`src/rtl/alu_seq_ctrl.sv`:
```
// Microsequencer for the two-mux / add-sub / shift-register datapath: T = (A +/- B +/- C) << shamt.
// Optional SEQ_ACC_EN adds an acc input so ADD1 can add B onto the previous T instead of A.
module alu_seq_ctrl #(
    parameter int SHW = 3
) (
    input  logic           CLK,
    input  logic           Clr,
    input  logic           start,
    input  logic [1:0]     op,
    input  logic [SHW-1:0] shamt,
`ifdef SEQ_ACC_EN
    input  logic           acc,
`endif
    output logic           V0,
    output logic           V1,
    output logic           M,
    output logic           s0,
    output logic           reg_en,
    output logic           busy,
    output logic           done
);

    typedef enum logic [2:0] {IDLE, ADD1, ADD2, SHIFT, DONE} state_t;

    // Control word layout: {V0, V1, M, s0, reg_en, busy, done}
    localparam logic [6:0] CTL_IDLE  = 7'b0000000;
    localparam logic [6:0] CTL_SHIFT = 7'b0001110;
    localparam logic [6:0] CTL_DONE  = 7'b0000001;
    localparam logic [SHW-1:0] ONE   = SHW'(1);

    state_t         state;
    logic           op_sub_c;
    logic [SHW-1:0] sh_q;
    logic [SHW-1:0] cnt;
    logic [6:0]     ctl;
    logic           acc_in;

`ifdef SEQ_ACC_EN
    assign acc_in = acc;
`else
    assign acc_in = 1'b0;
`endif

    assign {V0, V1, M, s0, reg_en, busy, done} = ctl;

    // Outputs are registered together with the state: each branch loads the control word of the state it enters.
    always_ff @(posedge CLK or negedge Clr) begin
        if (!Clr) begin
            state    <= IDLE;
            op_sub_c <= 1'b0;
            sh_q     <= '0;
            cnt      <= '0;
            ctl      <= CTL_IDLE;
        end else begin
            case (state)
                IDLE: begin
                    if (start) begin
                        state    <= ADD1;
                        op_sub_c <= op[1];
                        sh_q     <= shamt;
                        ctl      <= {~acc_in, 1'b1, op[0], 1'b0, 1'b1, 1'b1, 1'b0};
                    end else begin
                        ctl <= CTL_IDLE;
                    end
                end
                ADD1: begin
                    state <= ADD2;
                    ctl   <= {1'b0, 1'b0, op_sub_c, 1'b0, 1'b1, 1'b1, 1'b0};
                end
                ADD2: begin
                    cnt <= sh_q;
                    if (sh_q != '0) begin
                        state <= SHIFT;
                        ctl   <= CTL_SHIFT;
                    end else begin
                        state <= DONE;
                        ctl   <= CTL_DONE;
                    end
                end
                SHIFT: begin
                    cnt <= cnt - ONE;
                    if (cnt == ONE) begin
                        state <= DONE;
                        ctl   <= CTL_DONE;
                    end else begin
                        ctl <= CTL_SHIFT;
                    end
                end
                DONE: begin
                    state <= IDLE;
                    ctl   <= CTL_IDLE;
                end
                default: begin
                    state <= IDLE;
                    ctl   <= CTL_IDLE;
                end
            endcase
        end
    end

endmodule

```
`config.mk`:
```
export PLATFORM = sky130hd
export DESIGN_NAME = alu_seq_ctrl
export DESIGN_NICKNAME = d
export VERILOG_FILES = /design/src/rtl/alu_seq_ctrl.sv
export SDC_FILE = /design/constraint.sdc
export NUM_CORES = 1
export LEC_CHECK = 0
export CORE_UTILIZATION = 48
export CTS_CLUSTER_SIZE = 28
export DETAILED_ROUTE_END_ITERATION = 8
export PLACE_DENSITY_LB_ADDON = 0.2
export SLEW_MARGIN = 25
export SYNTH_ARGS = -nofsm -noshare
export SYNTH_HDL_FRONTEND = slang
export SYNTH_SLANG_ARGS = --single-unit
```
`constraint.sdc`:
```
create_clock -name CLK -period 1.6 [get_ports CLK]
set_clock_uncertainty 0.15 [all_clocks]
set_input_delay 0.48 -clock CLK [delete_from_list [all_inputs] [get_ports CLK]]
set_output_delay 0.48 -clock CLK [all_outputs]
set_load 0.01 [all_outputs]
```
After elaboration in Yosys (flattened, before gate mapping):

Index checks and enable logic that the tools add are counted.

* register bits after elaboration: 17
* logic and storage cells: 26
* input bits: 8
* output and inout bits: 7

* equality and inequality tests: 6
* mux-type cells: 9
* reduce and logical (&&, ||, !) cells: 5
* add/subtract/negate cells: 1

Operator list (number)
* $pmux 7 s4: 1
* $pmux 3 s4: 1
* $mux 3: 3
* $mux 4: 2
* $mux 7: 1
* $eq 3x1->1 const B: 2
* $eq 3x2->1 const B: 2
* $pmux 3 s2: 1
* $ne 2x2->1 const B: 2
* $reduce_and 2->1: 2
* $logic_not 3->1: 1
* $reduce_bool 3->1: 1
* $sub 3x1->3 const B: 1
* $reduce_bool 2->1: 1

Depth between registers and ports, before layout:

Gate-level depths: netlist (run 1).

* word-level depth: 3
* depth in mapped cells: 5
* gate-level depth less buffers: 5

Worst setup path before layout (run 1):

OpenSTA, ideal clock, no wires.

* path type: reg2reg
* from: register state[1]
* to: register op_sub_c
* arrival: 1.193 ns
* data required time: 1.325 ns
* path buffers: 1
* period minus slack after synthesis: 1.468 ns
* cell stages (with the launch flop): 4
* setup slack: 0.132 ns
* setup time: 0.125 ns
* cell sequence: dfrtp_1 -> buf_6 -> nor4b_4 -> mux2_2

* cells in the longest elaborated chain, start to end: 2

Ends and longest elaborated chain
* start: declaration: line 31 `state_t state;`
* start signal: assignment: line 49 `state <= IDLE;`
* start signal: assignment: line 58 `state <= ADD1;`
* start signal: assignment: line 67 `state <= ADD2;`
* $logic_not 3->1: line 55 `case (state)`
* $reduce_and 2->1 (no source line)
* end signal: assignment: line 59 `op_sub_c <= op[1];`
* end: declaration: line 32 `logic op_sub_c;`

No other way between the ends.
A chain may end at the register's enable or synchronous reset.

==> flow_summary.toml, run 1 <==
[min_path]
hold_class = "input pin to asynchronous set/reset pin"

[setup_path]
setup.worst_path.end_class = "output pin"
rrSetupSlack_ps = 110
crit_buf_inv = 1
r2r.worst_path.cells = 3
crit_slowest_cell = "dfrtp_1"
r2r-start = "sh_q[1]"
crit_required_ps = 970
critPathKind = "flop to output pin"
worstPathCellList = "dlygate4sd2_1"
arrival_ps = 940
startpoint_type = "flop"
cpPeakStageDelay_ps = 380
cp_max_fo = 2
path_depth = 1
cpLargestDelayFamily = "flip-flops"
worst_r2r_endpoint = "ctl[2]"

[detailed_routing]
dr.pass1.iters = 4
avgViaCountPerCell = 5.45
vias = 518
antenna_left = 0
wl_per_cell_um = 13.6
routed_wirelength_mm = 1.29
drc = 0
drtIter0Drc = 6

[synthesis]
synth_top_cell_by_area = "dfrtp_1"
synth_warnings = 0
synth_area_um2 = 713
synth_top_area_share_pct = 52.6
synth_fp_nets = 72
ys_types = 25
synth_top_flop_cell = "dfrtp_1"
ys_top_cells_by_area = "dfrtp_1 53%, mux2_2 6.3%, ha_1 3.5%"
syn_area_per_cell_um2 = 11.5
synth_top_cells_by_count = "15 x dfrtp_1, 5 x o21ai_0, 4 x mux2_2"
synth-edff-count = 0
ys_async_sr_fraction_pct = 100
synth-seq-cells = 15
synth_most_common_cell = "dfrtp_1"
synth_cells = 62
ys_seq_area_share_pct = 52.6

[clocking]
clk_path_buf_depth = 2
cts_sinks = 15
cts_tree = "yes"
path_clk_slew_ps = 90
ctsHtreeMaxLevel = 1
cts_buffers = 3
cts_root_buf = "clkbuf_4"
cts-hold-fix-buffers = 0
clk_latency_ps = 280

[floorplanning]
die_y_um = 40.5
die_x_um = 40.5
rows = 13
io_pins = 15
core-area_mm2 = 0.00133
initial_core_util_pct = 53.5
die_area_mm2 = 0.00164

[placed_design]
place_area_um2 = 866
gp_congestion = 0.670
io_buffers = 14
hpwlAfterDp_um = 946
dp.cells = 90
place_ws_ps = -397

[timing]
finalSetupViolCount = 0
slew_headroom_pct = 74.8
drv_slew = 0
period_share_pct = 98.1
finalWorstSetupSlack_ps = 30.6
hold_viol_final = 0
max_freq_mhz = 637
fin_crit_ps = 1570
rsz0062_at_grt = "yes"
finalSetupTns_ps = 0
worst_slew_pin_slew_ps = 375

[run_status]
run_status = "finished, final reports clean"

[finish]
nets = 91
num_antenna_cells = 0
area_growth_pct = 25.8
multi_input_area_um2 = 290
final_cell_area_um2 = 897
final_cells = 95
final_layout_size_suffix_gt1_share_pct = 20.0
fillCellCount = 100
regArea_um2 = 375

[pwr]
ir_drop_v = 0.000844
power_mw = 1.73
leakage_nw = 0.397
powerDensity_mw_per_mm2 = 1920

[grt]
grt_first_pass_wirelength_mm = 1.99
grt_max_degree = 16
grt_use_total_pct = 19.6
antenna_found_initial = 0
grt_pass1_vias = 436
grt_overflow_total = 0

[run]
maxCapViolations = 0
-- through the flow --
step	util [%]	hold slack, ps
3_3_place_gp	64.9	316
2_1_floorplan	-	34.4
3_5_place_dp	64.9	323
6_report	67.3	347
4_1_cts	66.8	341
5_1_grt	67.3	376
-- cells by family after synthesis --
kind of cell,synth area share [%]
AOI/OAI and AO/OA,12.5
adders and majority gates,3.51
buffers and inverters,6.67
DFF,52.6
muxes,7.72
and+or+nand+nor,17.0
-- layout make-up --
cell class | instances | area share, %
clock buffer | 3 | 2.51
clock inverter | 1 | 0.558
inverter | 3 | 1.26
multi-input combinational | 39 | 32.4
sequential | 15 | 41.8
tap | 15 | 2.09
timing repair buffer | 19 | 19.4
-- worst max-delay path by stage --
| stage | endpoint | start |
|---|---|---|
| after CTS | reg_en | ctl[2] |
| after global routing | busy | ctl[2] |
| after floorplan | op_sub_c | state[1] |
| final | busy | ctl[2] |
| after detailed placement | sh_q[0] | start |
| after global placement | sh_q[1] | start |
-- power breakdown --
group          switching [mW]  total [mW]  internal, mW
clock                   0.127       0.219        0.0928
sequential              0.144       0.706         0.562
combinational           0.382       0.800         0.418
total                   0.653        1.73          1.07
-- timing repair --
item	in CTS	in global routing
gates resized for setup	8	5
setup endpoints to repair	11	7
endpoints found under the hold margin	0	0
setup buffers	1	0
-- sequential cells by signal (all words and copies together), names as in the netlist --
signal / flops
cnt: 3
op_sub_c: 1
sh_q: 3
ctl: 5
state: 3
-- layer usage --
layer	GRT usage (%)	up-vias	wire length, um
met1	24.1	252	620
met5	0	-	0
met3	5.00	2	39
li1	-	253	-
met2	30.2	11	618
met4	12.5	0	13
-- cells in the final DEF, fill, tap and decap left out --
cell type        Yosys  routed
ha_1                 2       2
clkdlybuf4s15_1      0       5
nand2b_1             1       1
clkdlybuf4s50_1      0       6
nor2b_1              3       3
a21bo_2              1       1
o31ai_1              1       1
mux2i_1              1       1
or3_1                1       1
dlygate4sd2_1        0       3
a21oi_1              3       3
nand4b_1             1       1
or2_2                1       1
dfrtp_1             15      15
clkbuf_4             0       3
a311oi_1             1       1
o21ai_0              5       5
nand3b_1             2       2
inv_1                3       3
nor3b_1              1       1
nor4b_4              1       1
a211oi_1             3       3
nand2_1              3       3
mux2_2               4       4
buf_4                2       5
nor4_1               1       1
clkinv_2             0       1
nor2_1               3       3
Note: power is estimated with default switching activity, not from simulation.
==> run 2, diff against run 1 <==
Settings changed: SLEW_MARGIN 25 to not set.
==> results of run 2 <==
Same layout as run 1: the final DEF is identical, and so are final timing and power.
